## src/rtl/button_counter.sv

```systemverilog
// Push-button front end for the BCD display path: three active-low keys are
// synchronised and debounced, and their press edges step a wrapping counter.

module button_conditioner #(
   parameter int DEBOUNCE_CYCLES = 1000000
) (
   input  logic clk,
   input  logic rst_n,
   input  logic btn_n,
   output logic press
);
   // state         | meaning
   // RELEASED      | key idle, waiting for a low level
   // PRESS_WAIT    | low seen, counting stable low cycles
   // PRESSED       | press accepted, waiting for a high level
   // RELEASE_WAIT  | high seen, counting stable high cycles

   localparam int CW = (DEBOUNCE_CYCLES > 2) ? $clog2(DEBOUNCE_CYCLES) : 1;
   localparam logic [CW-1:0] LAST = CW'(DEBOUNCE_CYCLES - 1);

   typedef enum logic [1:0] {
      RELEASED     = 2'd0,
      PRESS_WAIT   = 2'd1,
      PRESSED      = 2'd2,
      RELEASE_WAIT = 2'd3
   } state_t;

   logic          sync_1;
   logic          sync_2;
   state_t        state;
   logic [CW-1:0] cnt;

   // Flops reset to the released level so a held key after reset reads as new.
   always_ff @(posedge clk or negedge rst_n) begin
      if (!rst_n) begin
         sync_1 <= 1'b1;
         sync_2 <= 1'b1;
      end else begin
         sync_1 <= btn_n;
         sync_2 <= sync_1;
      end
   end

   always_ff @(posedge clk or negedge rst_n) begin
      if (!rst_n) begin
         state <= RELEASED;
         cnt   <= '0;
         press <= 1'b0;
      end else begin
         press <= 1'b0;
         case (state)
            RELEASED: begin
               if (!sync_2) begin
                  state <= PRESS_WAIT;
                  cnt   <= CW'(1);
               end
            end
            PRESS_WAIT: begin
               if (sync_2) begin
                  state <= RELEASED;
                  cnt   <= '0;
               end else if (cnt == LAST) begin
                  state <= PRESSED;
                  cnt   <= '0;
                  press <= 1'b1;
               end else begin
                  cnt <= cnt + CW'(1);
               end
            end
            PRESSED: begin
               if (sync_2) begin
                  state <= RELEASE_WAIT;
                  cnt   <= CW'(1);
               end
            end
            RELEASE_WAIT: begin
               if (!sync_2) begin
                  state <= PRESSED;
                  cnt   <= '0;
               end else if (cnt == LAST) begin
                  state <= RELEASED;
                  cnt   <= '0;
               end else begin
                  cnt <= cnt + CW'(1);
               end
            end
            default: begin
               state <= RELEASED;
               cnt   <= '0;
            end
         endcase
      end
   end
endmodule

module button_counter #(
   parameter int DEBOUNCE_CYCLES = 1000000,
   parameter int WIDTH           = 4,
   parameter int MAX_VALUE       = 15
) (
   input  logic             clk,
   input  logic             rst_n,
   input  logic             btn_up_n,
   input  logic             btn_down_n,
   input  logic             btn_load_n,
   input  logic [WIDTH-1:0] load_value,
   output logic [WIDTH-1:0] count,
   output logic             wrap
);
   localparam logic [WIDTH-1:0] MAX_V = WIDTH'(MAX_VALUE);

   logic up_evt;
   logic down_evt;
   logic load_evt;

   button_conditioner #(.DEBOUNCE_CYCLES(DEBOUNCE_CYCLES)) u_up (
      .clk   (clk),
      .rst_n (rst_n),
      .btn_n (btn_up_n),
      .press (up_evt)
   );

   button_conditioner #(.DEBOUNCE_CYCLES(DEBOUNCE_CYCLES)) u_down (
      .clk   (clk),
      .rst_n (rst_n),
      .btn_n (btn_down_n),
      .press (down_evt)
   );

   button_conditioner #(.DEBOUNCE_CYCLES(DEBOUNCE_CYCLES)) u_load (
      .clk   (clk),
      .rst_n (rst_n),
      .btn_n (btn_load_n),
      .press (load_evt)
   );

   // Load beats up/down; opposing up and down cancel.
   always_ff @(posedge clk or negedge rst_n) begin
      if (!rst_n) begin
         count <= '0;
         wrap  <= 1'b0;
      end else begin
         wrap <= 1'b0;
         if (load_evt) begin
            count <= (load_value > MAX_V) ? MAX_V : load_value;
         end else if (up_evt && down_evt) begin
            count <= count;
         end else if (up_evt) begin
            if (count >= MAX_V) begin
               count <= '0;
               wrap  <= 1'b1;
            end else begin
               count <= count + WIDTH'(1);
            end
         end else if (down_evt) begin
            if (count == '0) begin
               count <= MAX_V;
               wrap  <= 1'b1;
            end else begin
               count <= count - WIDTH'(1);
            end
         end
      end
   end
endmodule

```

## config.mk

```make
export PLATFORM = sky130hd
export DESIGN_NAME = button_counter
export DESIGN_NICKNAME = d
export VERILOG_FILES = /design/src/rtl/button_counter.sv
export SDC_FILE = /design/constraint.sdc
export NUM_CORES = 1
export LEC_CHECK = 0
export CORE_UTILIZATION = 25
export CTS_CLUSTER_DIAMETER = 100
export DETAILED_ROUTE_END_ITERATION = 10
export GPL_TIMING_DRIVEN = 0
export SYNTH_ARGS = -nofsm -noshare
export SYNTH_HDL_FRONTEND = slang
export SYNTH_HIERARCHICAL = 1
export SYNTH_SLANG_ARGS = --single-unit
```

## constraint.sdc

```tcl
create_clock -name clk -period 3.2 [get_ports clk]
set_clock_uncertainty 0.15 [all_clocks]
set_input_delay 0.8 -clock clk [delete_from_list [all_inputs] [get_ports clk]]
set_output_delay 0.8 -clock clk [all_outputs]
set_load 0.03 [all_outputs]
```

## After elaboration in Yosys (flattened, before gate mapping)

Index checks and enable logic that the tools add are counted.

| cells by class | value |
|---|---|
| equality and inequality tests | 25 |
| mux-type cells | 61 |
| order comparisons | 2 |
| add/sub/neg operators | 5 |
| reductions and logical operators | 13 |

Operators by type and width:

| cell | count |
|---|---|
| $mux W20 | 15 |
| $pmux W20 S4 | 3 |
| $add A20 B1 Y20 const B | 3 |
| $eq A20 B20 Y1 const B | 3 |
| $mux W2 | 18 |
| $mux W4 | 7 |
| $pmux W2 S4 | 3 |
| $mux W1 | 15 |
| $eq A2 B2 Y1 const B | 6 |
| $reduce_and A4 Y1 | 3 |
| $ne A3 B1 Y1 const B | 3 |
| $ne A3 B3 Y1 const B | 3 |
| $ne A2 B1 Y1 const B | 4 |
| $reduce_and A2 Y1 | 4 |
| $eq A2 B1 Y1 const B | 3 |
| $logic_not A2 Y1 | 3 |
| $ne A2 B2 Y1 const B | 3 |
| $add A4 B1 Y4 const B | 1 |
| $ge A4 B4 Y1 const B | 1 |
| $gt A4 B4 Y1 const B | 1 |
| $logic_not A4 Y1 | 1 |
| $sub A4 B1 Y4 const B | 1 |
| $reduce_bool A3 Y1 | 1 |
| $logic_and A1 B1 Y1 | 1 |

| word-level totals | value |
|---|---|
| word-level logic and storage cells | 123 |
| bits in registers | 80 |
| input port bits | 9 |

## Depth between registers and ports, before layout

Gate-level depths: netlist of the first run.

| logic depth | value |
|---|---|
| word-level depth | 6 |
| depth in mapped cells | 7 |
| mapped depth without buffers | 6 |

## Modules after synthesis

Netlist of the first run, hierarchy kept.

By module, submodules not included:

| module | times used | cells an instance | area each (µm²) |
|---|---|---|---|
| button_conditioner | 3 | 143 | 1348.8 |
| button_counter | 1 | 45 | 400.4 |

## Worst setup path before layout of the first run

OpenSTA, ideal clock, no wires.

| timing | value |
|---|---|
| kind | register -> register |
| start point | register count[0] |
| end point | register count[0] |
| required time | 2973 ps |
| clock period less this slack | 1832 ps |
| cell stages (with the launch flop) | 8 |
| buffers on the path | 1 |
| arrival | 1605 ps |
| path slack | 1368 ps |
| library setup time | 77 ps |
| cell sequence | dfrtp_1 > buf_2 > inv_1 > ha_1 > or3b_1 > a21oi_1 > o32ai_1 > o21ai_1 |

| on the way | value |
|---|---|
| longest elaborated chain between the ends | 6 |
| elaborated cells on any way between the ends | 10 |
| classes of those cells | add/sub (2); order compare (1); mux (6); reduce/logical (1) |

RTL lines:

| item | line | RTL |
|---|---|---|
| start, declared | 107 | `output logic [WIDTH-1:0] count,` |
| start signal, assigned | 145 | `count <= (load_value > MAX_V) ? MAX_V : load_value;` |
| start signal, assigned | 147 | `count <= count;` |
| start signal, assigned | 153 | `count <= count + WIDTH'(1);` |
| $sub A4 B1 Y4 / $logic_not A4 Y1 (equally long branches) | 160, 156 |  |
| $mux W4 | 156 | `if (count == '0) begin` |
| $mux W4 | 155 | `end else if (down_evt) begin` |
| $mux W4 (*) | 148 | `end else if (up_evt) begin` |
| $mux W4 (*) | 146 | `end else if (up_evt && down_evt) begin` |
| $mux W4 (*) | 144 | `if (load_evt) begin` |

Mark *: on every way between the ends. The rest lies on a longest branch, timed or not. The select of a mux whose other input is x is not followed.
A chain may end at the register's enable or synchronous reset.

## Worst setup path in the final report of the first run

| timing | value |
|---|---|
| start point | register count[1] |
| end point | output count[1] |

No word-level cell between the ends.

==> impl_metrics.tcl, run 1 <==
set metrics [dict create \
    final_common_cell "dfrtp_1" \
    synth_edf_count 0 \
    grt_max_degree 60 \
    p_seq_frac 0.371 \
    crit_fanout 9 \
    start_util 0.256 \
    grt_pass1_vias 3707 \
    n_antenna_cell 0 \
    wirelength_um 9870 \
    io_buffers 13 \
    worstPathRequired_ps 2250 \
    ys_seq_area_frac 0.452 \
    final_cell_mix "74 x dfrtp_1, 66 x nand2_1, 34 x a21oi_1, 29 x o21ai_0, 26 x nor2_1" \
    powerDensity_nw_per_um2 628 \
    holdBufCountCts 0 \
    layout.nets 513 \
    status "completed" \
    clkLatencyLatePin_ps 340 \
    switchingPower_mw 1.09 \
    clock_power_share 0.362 \
    area_growth_syn_to_layout_pct 17.6 \
    cp.arrival_ps 1580 \
    cp-start-kind "flip-flop" \
    fin_crit_sh 0.789 \
    ant_nets 0 \
    first_iter_violations 238 \
    irDropWorstVdd_mv 0.308 \
    cts_tree "yes" \
    cap_violations 0 \
    h-tree-depth 3 \
    intPower_mw 2.19 \
    async_reset_ff_frac 1.00 \
    die_w_um 135 \
    synth_ff_type "dfrtp_1" \
    power_frac_comb 0.267 \
    slowest_delay_ps 730 \
    setup-tns-final_ps 0 \
    final_cell_area_um2 5230 \
    timing_hold_violations_final 0 \
    synth_seq_cells 80 \
    grtUsageTotal 0.117 \
    rsz0062_at_grt "false" \
    clockBufferDepth 2 \
    die_height_um 135 \
    post_cts_buffers 0 \
    p_leak_nw 2.11 \
    slew_viol_final 0 \
    switching_share 0.332 \
    crit_buf_inv 1 \
    final.setup.worst_slack_ps 675 \
    max_slew.worst_pin.slew_ps 428 \
    io_pins 14 \
    cp-end-kind "output pin" \
    setup_viol 0 \
    drc 0 \
    synth_area_um2 4450 \
    hp-class "input pin to async pin" \
    path_clk_slew_ps 60 \
    cts_root_buffer "clkbuf_16" \
    die_area_um2 18300 \
    critical-path-top-delay-family "buffers and inverters" \
    core-area_um2 17400 \
    dpl-instance-area_um2 4880 \
    clock_sinks 80 \
    yosysUniqueCellTypes 55 \
    avgSynthCellArea_um2 9.38 \
    first_pass_iters 4 \
    place_congestion 0.809 \
    path_cells "clkdlybuf4s50_1" \
    drive_gt1_frac 0.117 \
    period_minus_slack_ps 2530 \
    via_per_inst 5.07 \
    slew_headroom 0.715 \
    cts_resized 0 \
    grt_first_pass_wirelength_um 17200 \
    grt_remaining_overflow 0 \
    vias 3697 \
    dp_hpwl_um 6970 \
    wl_per_cell_um 13.5 \
    cts_inserted_buffers 9 \
    max_freq_mhz 396 \
    critPathKind "flip-flop to output pin" \
    synth_fp_nets 488 \
    rows 48 \
    hold_slack_ps 206 \
    syn_inst 474 \
    place_ws_ps 1030 \
    crit_slowest_cell "clkdlybuf4s50_1" \
    ys_warn_count 6 \
    antenna_found_initial 0 \
]
metal layers:
| layer | share of wire | global-route usage | vias to the layer above |
|---|---|---|---|
| met4 | 0.013 | 0.0368 | 0 |
| met2 | 0.49 | 0.201 | 71 |
| met1 | 0.46 | 0.140 | 1797 |
| met3 | 0.041 | 0.0329 | 9 |
| li1 | - | - | 1820 |
| met5 | 0 | 0 | - |
worst reg2reg max path: stages, from the launching register on:
cell     delay [ps]
dfrtp_1         420
ha_1            240
nand4_1         200
nor3b_2         340
a21oi_2         180
buf_2           230
a32oi_1         180
nand2_1          70
flip-flops by register name (all words and copies together), names as in the netlist, 4 cells and up, named ones only:
register    flops
count           4
u_down/cnt     20
u_up/cnt       20
u_load/cnt     20
metrics by stage:
step | utilization | cells | power (mW)
after floorplan | - | 474 | 1.84
after global placement | 0.280 | 712 | 2.08
after detailed placement | 0.281 | 713 | 2.11
after CTS | 0.301 | 729 | 3.33
after global routing | 0.301 | 729 | 3.48
final | 0.301 | 729 | 3.28
synthesized netlist by cell type, types with 4 or more instances:
library cell | count | area [um2]
nand4_1 | 19 | 119
dfrtp_1 | 74 | 1850
a31oi_1 | 15 | 93.8
a21oi_1 | 34 | 170
xor2_1 | 6 | 52.6
dfstp_2 | 6 | 158
nand3_1 | 16 | 80.1
o22ai_1 | 6 | 37.5
nand2_1 | 66 | 248
inv_1 | 18 | 67.6
buf_6 | 6 | 67.6
and4_1 | 6 | 52.6
o31ai_1 | 13 | 97.6
a211o_1 | 6 | 52.6
a22o_1 | 4 | 35.0
ha_1 | 5 | 62.6
o211ai_1 | 4 | 30.0
buf_2 | 7 | 35.0
xnor2_1 | 4 | 35.0
o2bb2a_1 | 6 | 60.1
nor3_1 | 13 | 65.1
a21o_1 | 10 | 75.1
and3_1 | 6 | 37.5
nor2_1 | 26 | 97.6
o21ai_0 | 29 | 145
path summary, 6_finish.rpt:
check	depth (start not counted)	from	to	slack (ps)
min reg2reg	0	u_load/sync_1	u_load/sync_2	210
min	1	rst_n	u_load/cnt[11]	210
max reg2reg	7	u_up/cnt[0]	u_up/cnt[18]	1090
max in group asynchronous	2	rst_n	u_down/sync_2	2050
min in group clk	0	u_load/sync_1	u_load/sync_2	210
max	1	count[1]	count[1]	670
cells by family (layout without fill, tap and decap cells):
kind of cell | count (synthesis) | after routing | share of synthesized area
DFF | 80 | 80 | 0.452
muxes | 4 | 4 | 0.0101
and+or+nand+nor | 186 | 186 | 0.224
xor gates and xnor gates | 13 | 13 | 0.0307
AOI/OAI and AO/OA | 154 | 154 | 0.230
buffers and inverters | 32 | 62 | 0.0391
adders and majority gates | 5 | 5 | 0.0141
power by group through the flow:
stage,sequential [mW],combinational [mW],clock [mW]
after floorplan,1.21,0.633,0
after detailed placement,1.23,0.879,0
final,1.22,0.875,1.19
after CTS,1.22,0.881,1.23
after global placement,1.23,0.850,0
after global routing,1.24,0.984,1.26
cell type report:
type / instances / area, um2
Timing Repair Buffer: 14 / 155
Clock inverter: 5 / 104
Inverter: 18 / 67.6
Sequential cell: 80 / 2010
Fill cell: 1747 / 12100
Buffer: 14 / 106
Multi-Input combinational cell: 362 / 2260
Clock buffer: 11 / 243
Tap cell: 225 / 282
Power figures use the tool's default switching activity.
==> run 2: changes to the inputs <==
==> constraint.sdc (replaced) <==
create_clock -name clk -period 2.4 [get_ports clk]
set_clock_uncertainty 0.15 [all_clocks]
set_input_delay 0.6 -clock clk [delete_from_list [all_inputs] [get_ports clk]]
set_output_delay 0.6 -clock clk [all_outputs]
set_load 0.03 [all_outputs]
==> results of run 2 <==
Same layout as run 1 (identical final DEF). Status: completed.
Among the figures that moved: setup slack after placement 1030 ps -> 297 ps; setup slack after layout 675 ps -> 74.6 ps; hold slack 206 ps -> 7.42 ps; register-to-register setup slack 1090 ps -> 290 ps; total power 3.28 mW -> 4.38 mW; worst IR drop on VDD 0.308 mV -> 0.410 mV
==> run 3: changes to the inputs <==
--- a/config.mk
+++ b/config.mk
@@ -5,10 +5,13 @@
 export SDC_FILE = /design/constraint.sdc
 export NUM_CORES = 1
 export LEC_CHECK = 0
+export ABC_CLOCK_PERIOD_IN_PS = 2400
+export CORE_MARGIN = 3
 export CORE_UTILIZATION = 25
 export CTS_CLUSTER_DIAMETER = 100
 export DETAILED_ROUTE_END_ITERATION = 10
 export GPL_TIMING_DRIVEN = 0
+export SLEW_MARGIN = 10
 export SYNTH_ARGS = -nofsm -noshare
 export SYNTH_HDL_FRONTEND = slang
 export SYNTH_HIERARCHICAL = 1
==> run 3 against run 2 <==
Against the previous run: utilization is essentially flat; flip-flop and latch count is the same; count of clock-buffer cells in the layout grew 1; clock power shrank 4%; final cell count grew 0.14%; non-clock buffer count grew 1; sequential power is essentially flat; sequential share of layout area is essentially flat; hold slack gained 200 ps; critical endpoint unchanged; highest routed layer unchanged.
==> impl_metrics.tcl, run 3 (synthesis results as in run 1) <==
set metrics [dict create \
    worstPathRequired_ps 1650 \
    multi_input_area_um2 2260 \
    cts_inserted_buffers 9 \
    core-area_um2 17400 \
    irDropWorstVdd_mv 0.410 \
    die_height_um 139 \
    io_buffers 13 \
    dp_hpwl_um 6810 \
    die_area_um2 19400 \
    final_common_cell "dfrtp_1" \
    rows 48 \
    antenna_found_initial 0 \
    p_leak_nw 2.10 \
    wirelength_um 9690 \
    power_mw 4.33 \
    clockBufferDepth 2 \
    cts_root_buffer "clkbuf_16" \
    setup_viol 0 \
    hold_slack_ps 205 \
    crit_buf_inv 1 \
    fin_crit_sh 0.962 \
    dpl.cell_count 713 \
    stdcell_count 730 \
    final_cell_mix "74 x dfrtp_1, 66 x nand2_1, 34 x a21oi_1, 29 x o21ai_0, 26 x nor2_1" \
    first_pass_iters 5 \
    grt_remaining_overflow 0 \
    hp-class "flip-flop to flip-flop" \
    cap_violations 0 \
    fill_cells 1754 \
    rsz0062_at_grt "false" \
    critPathKind "flip-flop to output pin" \
    cp-end-kind "output pin" \
    n_antenna_cell 0 \
    clkLatencyLatePin_ps 340 \
    reg2reg_depth 7 \
    crit_slowest_cell "clkdlybuf4s50_1" \
    cp_num_cells 1 \
    cp-start-kind "flip-flop" \
    layout.nets 514 \
    post_cts_buffers 0 \
    slowest_delay_ps 730 \
    drive_gt1_frac 0.119 \
    timing_hold_violations_final 0 \
    max_slew.worst_pin.slew_ps 453 \
    die_w_um 139 \
    holdPathStages 0 \
    grt_first_pass_wirelength_um 16900 \
    area_growth_syn_to_layout_pct 17.7 \
    ant_nets 0 \
    powerDensity_nw_per_um2 827 \
    grtUsageTotal 0.105 \
    io_pins 14 \
    via_per_inst 5.15 \
    period_minus_slack_ps 2310 \
    status "completed" \
    cp.arrival_ps 1560 \
    first_iter_violations 280 \
    cts_tree "yes" \
    utilization 0.302 \
    h-tree-depth 3 \
    start_util 0.256 \
    critical-path-top-delay-family "buffers and inverters" \
    grt_pass1_vias 3561 \
    slew_headroom 0.697 \
    clock_sinks 80 \
    slew_viol_final 0 \
    setup-tns-final_ps 0 \
    max_freq_mhz 433 \
    path_clk_slew_ps 60 \
    grt_max_degree 64 \
    crit_fanout 9 \
    wl_per_cell_um 13.3 \
    seq_area_um2 2010 \
    top_regs "u_down/cnt: 20 flops, u_load/cnt: 20 flops, u_up/cnt: 20 flops" \
    vias 3757 \
    drc 0 \
    path_cells "clkdlybuf4s50_1" \
    place_congestion 0.789 \
    r2r_slack_ps 230 \
]
==> run 3: timing repair <==
action	4_1_cts	5_1_grt
hold buffers	1	0
endpoints found under the hold margin	15	0
gates resized for setup	0	0
==> run 3: layout make-up <==
| class | instances | area share |
|---|---|---|
| multi-input combinational | 362 | 0.432 |
| sequential | 80 | 0.384 |
| tap | 225 | 0.0538 |
| buffer | 14 | 0.0203 |
| clock inverter | 4 | 0.0143 |
| inverter | 18 | 0.0129 |
| timing repair buffer | 15 | 0.0315 |
| clock buffer | 12 | 0.0509 |
==> run 3: metal layers <==
layer | GRT usage | routed length (um)
met4 | 0.0345 | 108
met5 | 0 | 0
met2 | 0.167 | 4560
met3 | 0.0344 | 461
met1 | 0.135 | 4560
==> run 3: final timing paths <==
kind | from | to
worst min-delay path | u_up/sync_1 | u_up/sync_2
max in group asynchronous | rst_n | u_up/sync_2
worst min register to register | u_up/sync_1 | u_up/sync_2
min in group asynchronous | rst_n | u_down/cnt[17]
worst max-delay path | count[1] | count[1]
worst max register to register | u_up/cnt[0] | flip-flop
==> run 3: worst register-to-register path: stages, from the launching register on <==
cell and delay (ps):
dfrtp_1 410, ha_1 220, nand4_1 200, nor3b_2 350
a21oi_2 180, buf_2 230, o21ai_0 200, o31ai_1 100
==> run 3: through the flow <==
| stage | setup WS, ps | area (um2) |
|---|---|---|
| 2_1_floorplan | 568 | 4450 |
| 3_3_place_gp | -2470 | 4860 |
| 3_5_place_dp | 259 | 4880 |
| 4_1_cts | 70.6 | 5240 |
| 5_1_grt | 4.15 | 5240 |
| 6_report | 90.4 | 5240 |
==> run 3: power breakdown <==
group | leakage (nW) | internal (mW) | switching [mW] | total, mW
sequential | 1.06 | 1.47 | 0.160 | 1.63
clock | 0.161 | 0.996 | 0.539 | 1.53
combinational | 0.883 | 0.415 | 0.753 | 1.17
